--- config.mk ---
export PLATFORM = sky130hd
export DESIGN_NAME = imem_arbiter
export DESIGN_NICKNAME = d
export VERILOG_FILES = /design/src/rtl/imem_pkg.sv /design/src/rtl/imem_starve_ctr.sv /design/src/rtl/imem_arbiter.sv
export SDC_FILE = /design/constraint.sdc
export NUM_CORES = 1
export LEC_CHECK = 0
export ABC_AREA = 1
export BUFFER_PORTS_ARGS = -buffer_cell sky130_fd_sc_hd__clkbuf_2
export CORE_MARGIN = 2
export CORE_UTILIZATION = 32
export DETAILED_ROUTE_END_ITERATION = 7
export PLACE_DENSITY = 0.8
export SLEW_MARGIN = 20
export SYNTH_ARGS = -nofsm -noshare
export SYNTH_HDL_FRONTEND = slang
export SYNTH_SLANG_ARGS = --single-unit
--- constraint.sdc ---
create_clock -name clk -period 1.8 [get_ports clk]
set_clock_uncertainty 0.2 [all_clocks]
set_input_delay 0.18 -clock clk [delete_from_list [all_inputs] [get_ports clk]]
set_output_delay 0.18 -clock clk [all_outputs]
set_load 0.02 [all_outputs]
--- src/rtl/imem_pkg.sv ---
// Shared types and sizing for the instruction-memory arbiter.
// The RAM is a single-port 64x16 array shared by fetch and loader.
package imem_pkg;

    typedef enum logic [1:0] {
        ST_RUN   = 2'd0,
        ST_DRAIN = 2'd1,
        ST_LOAD  = 2'd2
    } imem_state_e;

    localparam int IMEM_AW         = 6;
    localparam int IMEM_DW         = 16;
    localparam int IMEM_STARVE_MAX = 4;

endpackage

--- src/rtl/imem_starve_ctr.sv ---
// Saturating count of cycles the loader lost to fetch.
// Clear wins over increment.
module imem_starve_ctr
    import imem_pkg::*;
#(
    parameter int MAX = IMEM_STARVE_MAX
) (
    input  logic clk,
    input  logic rst_n,
    input  logic inc,
    input  logic clr,
    output logic sat
);

    localparam int CW = $clog2(MAX + 1);

    logic [CW-1:0] cnt;

    assign sat = (cnt == CW'(MAX));

    always_ff @(posedge clk or negedge rst_n) begin
        if (!rst_n) begin
            cnt <= '0;
        end else if (clr) begin
            cnt <= '0;
        end else if (inc && !sat) begin
            cnt <= cnt + 1'b1;
        end
    end

endmodule

--- src/rtl/imem_arbiter.sv ---
// Shares the instruction RAM between fetch and the program loader,
// with a RUN/DRAIN/LOAD mode sequence and bounded loader starvation.
module imem_arbiter
    import imem_pkg::*;
#(
    parameter int AW         = IMEM_AW,
    parameter int DW         = IMEM_DW,
    parameter int STARVE_MAX = IMEM_STARVE_MAX
) (
    input  logic          clk,
    input  logic          rst_n,
    input  logic          fetch_req_i,
    input  logic [15:0]   fetch_addr_i,
    output logic          fetch_gnt_o,
    output logic          fetch_rvalid_o,
    output logic [DW-1:0] fetch_rdata_o,
    output logic          fetch_err_o,
    input  logic          load_start_i,
    input  logic          load_done_i,
    input  logic          load_req_i,
    input  logic [AW-1:0] load_addr_i,
    input  logic [DW-1:0] load_wdata_i,
    output logic          load_gnt_o,
    output logic          mode_load_o,
    output logic          mem_en_o,
    output logic          mem_we_o,
    output logic [AW-1:0] mem_addr_o,
    output logic [DW-1:0] mem_wdata_o,
    input  logic [DW-1:0] mem_rdata_i
);

    imem_state_e state;

    logic mode_load_q;
    logic rvalid_q;
    logic err_q;
    logic in_run;
    logic in_load;
    logic illegal;
    logic starve_sat;
    logic fetch_gnt;
    logic load_gnt;

    // Combinational grants are forced low while reset is held.
    assign in_run  = rst_n && (state == ST_RUN);
    assign in_load = rst_n && (state == ST_LOAD);

    assign illegal = fetch_addr_i[0] ||
                     ((fetch_addr_i >> (AW + 1)) != 16'd0);

    assign fetch_gnt = in_run && fetch_req_i &&
                       !(load_req_i && starve_sat);
    assign load_gnt  = load_req_i &&
                       (in_load || (in_run && !fetch_gnt));

    assign fetch_gnt_o = fetch_gnt;
    assign load_gnt_o  = load_gnt;

    imem_starve_ctr #(
        .MAX (STARVE_MAX)
    ) u_starve (
        .clk   (clk),
        .rst_n (rst_n),
        .inc   (fetch_gnt && load_req_i),
        .clr   (load_gnt || !load_req_i),
        .sat   (starve_sat)
    );

    always_comb begin
        mem_en_o    = 1'b0;
        mem_we_o    = 1'b0;
        mem_addr_o  = '0;
        mem_wdata_o = '0;
        if (load_gnt) begin
            mem_en_o    = 1'b1;
            mem_we_o    = 1'b1;
            mem_addr_o  = load_addr_i;
            mem_wdata_o = load_wdata_i;
        end else if (fetch_gnt && !illegal) begin
            mem_en_o   = 1'b1;
            mem_addr_o = fetch_addr_i[AW:1];
        end
    end

    always_ff @(posedge clk or negedge rst_n) begin
        if (!rst_n) begin
            state       <= ST_RUN;
            mode_load_q <= 1'b0;
        end else begin
            unique case (state)
                ST_RUN: begin
                    if (load_start_i) begin
                        state       <= ST_DRAIN;
                        mode_load_q <= 1'b1;
                    end
                end
                // One idle cycle lets a read granted in RUN return.
                ST_DRAIN: begin
                    state <= ST_LOAD;
                end
                ST_LOAD: begin
                    if (load_done_i) begin
                        state       <= ST_RUN;
                        mode_load_q <= 1'b0;
                    end
                end
                default: begin
                    state       <= ST_RUN;
                    mode_load_q <= 1'b0;
                end
            endcase
        end
    end

    always_ff @(posedge clk or negedge rst_n) begin
        if (!rst_n) begin
            rvalid_q <= 1'b0;
            err_q    <= 1'b0;
        end else begin
            rvalid_q <= fetch_gnt;
            err_q    <= fetch_gnt && illegal;
        end
    end

    assign mode_load_o    = mode_load_q;
    assign fetch_rvalid_o = rvalid_q;
    assign fetch_err_o    = err_q;
    assign fetch_rdata_o  = (rvalid_q && !err_q) ? mem_rdata_i : '0;

endmodule

======== After elaboration in Yosys (flattened, before gate mapping) ========
Cells that the tools add are included.
cells by class
  reductions and logical operators ........ 26
  multiplexer cells ....................... 15
  bitwise gates (word level) .............. 1
  $add $sub $neg .......................... 1
  eq/ne operators ......................... 5
operator list
  operator             number
  $mux 16              2
  $reduce_bool 16->1   1
  $logic_and 1x1->1    12
  $mux 6               2
  $logic_not 1->1      6
  $mux 3               2
  $pmux 2 s3           1
  $mux 1               5
  $mux 2               2
  $ne 2x2->1 const B   2
  $add 3x1->3 const B  1
  $eq 3x3->1 const B   1
  $logic_or 1x1->1     3
  $pmux 1 s3           1
  $reduce_and 3->1     1
  $eq 2x1->1 const B   1
  $eq 2x2->1 const B   1
  $logic_not 2->1      1
  $reduce_and 2->1     1
  $reduce_bool 2->1    1
  $not 1->1            1
word-level totals
  word-level logic and storage cells ...... 53
  output and inout bits ................... 45
  register bits ........................... 8

======== Depth between registers and ports, before layout ========
  depth in word-level cells ............... 10
  gate-level depth with buffers ........... 8

======== By module ========
Synthesis repeated with hierarchy kept, for this count alone.
unflattened totals
  cells, all modules ...................... 151
  area, all modules ....................... 903.4 um2
by module, submodules not included
  module           area an instance (um2)  cells an instance  seq. area each (um2)  instances
  imem_arbiter     718.2                   126                125.1                 1
  imem_starve_ctr  185.2                   25                 75.1                  1

======== Least setup slack after synthesis ========
Ideal clock, no wire load.
  kind .................................... register to output
  start point ............................. register u_starve.cnt[0]
  end point ............................... output mem_addr_o[0]
  arrival ................................. 1306 ps
  cell stages (with the launch flop) ...... 9
  path buffers ............................ 0
  setup slack ............................. 114 ps
  cell sequence ........................... dfrtp_1 > inv_1 > ha_1 > nand3_4 > nand3_2 > nand3_4 > inv_2 > nand2_1 > nand2_1
on the way
  longest elaborated chain between the ends .. 9
  elaborated cells between the ends (all ways) .. 11
  those cells by class .................... eq/ne (1); mux (2); reduce/logical (8)
RTL lines
  element                   RTL line               RTL
  start: declaration        imem_starve_ctr.sv:17  logic [CW-1:0] cnt;
  start signal: assignment  imem_starve_ctr.sv:27  cnt <= cnt + 1'b1;
  $eq 3x3->1                imem_starve_ctr.sv:19  assign sat = (cnt == CW'(MAX));
  $logic_and 1x1->1         imem_arbiter.sv:52     !(load_req_i && starve_sat);
  $logic_not 1->1           imem_arbiter.sv:52
  $logic_and 1x1->1         imem_arbiter.sv:51     assign fetch_gnt = in_run && fetch_req_i &&
  $logic_not 1->1           imem_arbiter.sv:54     (in_load || (in_run && !fetch_gnt));
  $logic_and 1x1->1         imem_arbiter.sv:54
  $logic_or 1x1->1          imem_arbiter.sv:54
  $logic_and 1x1->1         imem_arbiter.sv:53     assign load_gnt = load_req_i &&
  named net load_gnt_o      imem_arbiter.sv:23     output logic load_gnt_o,
  $mux 6                    imem_arbiter.sv:74     if (load_gnt) begin
  end: declaration          imem_arbiter.sv:27     output logic [AW-1:0] mem_addr_o,
The timed path passes the listed nets, and every way through them passes these cells.

======== Worst setup path after layout ========
  start point ............................. register u_starve.cnt[1]
  end point ............................... output mem_wdata_o[13]
on the way
  longest elaborated chain between the ends .. 9
RTL lines
  element            RTL line               RTL
  $eq 3x3->1         imem_starve_ctr.sv:19
  $logic_and 1x1->1  imem_arbiter.sv:52
  $logic_not 1->1    imem_arbiter.sv:52
  $logic_and 1x1->1  imem_arbiter.sv:51
  $logic_not 1->1    imem_arbiter.sv:54
  $logic_and 1x1->1  imem_arbiter.sv:54
  $logic_or 1x1->1   imem_arbiter.sv:54
  $logic_and 1x1->1  imem_arbiter.sv:53
  $mux 16            imem_arbiter.sv:74
  end: declaration   imem_arbiter.sv:28     output logic [DW-1:0] mem_wdata_o,
No other way between the ends.

==> metrics.yaml <==
gp_congestion: 0.794
placed_cells: 280
syn_to_final_growth_pct: 113
grt_pass1_wl_mm: 5.33
critical-path-slowest-cell: "dfrtp_1"
place_ws_ns: 0.0501
synth_compound_area_share_pct: 1.18
layout.nets: 328
violations: "setup timing"
fillers: 199
leakage_nw: 1.14
antenna_found_initial: 0
drc: 0
gr-total-overflow: 0
clk_latency_ns: 0.25
synth_edf_count: 0
finalHoldViolCount: 0
worstSetupEndpointType: "output port"
required_ns: 1.42
syn_avg_cell_area_um2: 5.91
hp-class: "in2reg"
dr_total_vias: 1266
slew_violations: 0
async_reset_ff_share_pct: 100
diodes: 0
yosys.area.top_type: "dfrtp_1"
die_area_mm2: 0.00307
dp.final_hpwl_mm: 2.48
total_power_mw: 1.13
rsz0062_at_grt: "yes"
grt.busiest_layer: "met2"
synthAdderAreaFrac_pct: 2.96
synth_common_cells: "39 x inv_1, 35 x nor2_1, 22 x nand2_1"
wirelength_mm: 3.54
p_per_area_mw_per_mm2: 627
drive_gt1_share_pct: 56.4
ys_seq_elements: 8
setup_violations: 26
maxCapViolations: 0
wl_per_cell_um: 12.0
ys_seq_area_share_pct: 23.7
yosys.area.top_type_share_pct: 23.7
yosysWarnings: 0
layout.cells.non_filler: 294
grt_start_max_net_pins: 17
holdWs_ns: 0.00453
clockBufferDepth: 2
drt_iter0_drc: 61
initial_utilization_pct: 33.8
grt_use_met3_pct: 7.73
cts.sinks: 8
cp-start-kind: "flop"
die_w_um: 55.4
path_clk_slew_ns: 0.05
fp-row-count: 18
yosysMostFrequentCell: "inv_1"
synthSimpleGateAreaFrac_pct: 48.1
crit_type: "reg2out"
path_buf_inv: 3
worstPathArrival_ns: 1.58
slew_headroom_pct: 80.7
cp_top_family: "buffers and inverters"
core_area_mm2: 0.00250
via_per_inst: 4.31
dr.pass1.iters: 4
cts_buffers: 3
synth_cells: 143
die_h_um: 55.4
htreeDepth: 1
crit_fanout: 10
clock.fmax_mhz: 510
status: "finished, violations left"
synthFlopType: "dfrtp_1"
io_buffers: 104
synth.area.mux_share_pct: 0
cts_tree: "done"
grt_pass1_vias: 1186
synth_top_family_by_area: "simple AND/OR/NAND/NOR gates"
critPathMaxStageDelay_ns: 0.38
synth_area_leaders: "dfrtp_1 24%, inv_1 17%, nor2_1 16%"
min_period_ns: 1.96
synth_cell_types: 16
path_cells: "inv_2 > ha_4 > nand3_4 > nand3_4 > nand3_4 > buf_8 > nor2_2 > clkbuf_8"
syn-num-nets: 205
syn_area_um2: 846
grtUsageMet2_pct: 41.3
synth_xor_area_share_pct: 1.04
finalCritPeriodShare_pct: 109
grt_usage_pct: 21.4
cts_root_buf: "clkbuf_4"
worst_slack_ns: -0.161
path_common_cell: "nand3_4"
met1_usage_pct: 20.9
worstMarginPinSlew_ns: 0.288
io_pins: 105
antenna_left: 0
vdd_drop_max_uv: 718
## where the power goes
| group | switching (mW) | internal, mW | leakage, nW |
|---|---|---|---|
| sequential | 0.0265 | 0.221 | 0.105 |
| combinational | 0.418 | 0.331 | 1.03 |
| clock | 0.0589 | 0.0762 | 0.0138 |
| total | 0.503 | 0.627 | 1.14 |
## kinds of logic (layout without fill, tap and decap cells)
family / count (synthesis) / count (layout)
buffers and inverters: 45 / 166
AND/OR/NAND/NOR: 85 / 85
XOR/XNOR: 1 / 1
flip-flops: 8 / 8
adder cells (fa/ha/maj): 2 / 2
AO/OA/AOI/OAI: 2 / 2
## per-stage QoR
stage	TNS, ns	instance area, um^2	utilization (%)
after CTS	-2.59	1720	68.7
after floorplan	0	846	-
after global placement	0	1420	56.8
final	-2.98	1800	72.1
after global routing	-5.73	1800	72.1
after detailed placement	0	1420	56.8
## registers in the layout, summed over array words and instances, names as in the netlist
name	cells
fetch_err_o	1
fetch_rvalid_o	1
mode_load_o	1
state	2
u_starve.cnt	3
## path summary, 6_finish.rpt
check,from,endpoint,slack (ns),depth (start not counted)
hold reg to reg,mode_load_o,mode_load_o,0.31,2
setup reg to reg,u_starve.cnt[1],u_starve.cnt[1],0.17,9
min in group asynchronous,rst_n,u_starve.cnt[2],0.16,2
hold / removal,load_done_i,state[1],0.005,4
setup / recovery,u_starve.cnt[1],mem_wdata_o[13],-0.16,8
max in group asynchronous,rst_n,state[0],0.90,3
## worst min-delay path: stages
cell and delay (ns):
clkbuf_2 0.08, nor2_1 0.04, nor2_1 0.07, nor2_1 0.05
## routing by layer
layer,wire (um),vias to the layer above
li1,-,660
met5,0,-
met3,261,12
met1,1220,531
met2,1930,63
met4,123,0
## placed cells by master (no fill, tap or decap), types with 3 or more instances in the layout
master    instances
clkbuf_8         19
nand2_1          20
nand3_1           7
inv_1            37
dfrtp_1           8
nand4_1           7
clkbuf_4          6
clkbuf_2         78
buf_6             5
nand3_4           3
nor2_4            5
buf_4            14
nor2_2           11
nor2_1           30
## area by class of cell
type                    instances  area (um^2)  share of cell area, %
multi-input cells              90          513                   28.5
clock buffers                   3         22.5                   1.25
flip-flops and latches          8          200                   11.1
inverters                      40          153                   8.47
repair buffers                123          876                   48.6
well taps                      30         37.5                   2.08
## timing repair
action | in CTS | in global routing
buffers inserted | 4 | 4
hold buffers | 2 | 0
cloned | 0 | 1
endpoints found under the hold margin | 10 | 0
resized for setup | 56 | 17
pin swaps | 1 | 1
setup endpoints to repair | 26 | 38
No activity file was read; power rests on OpenSTA's default activity.
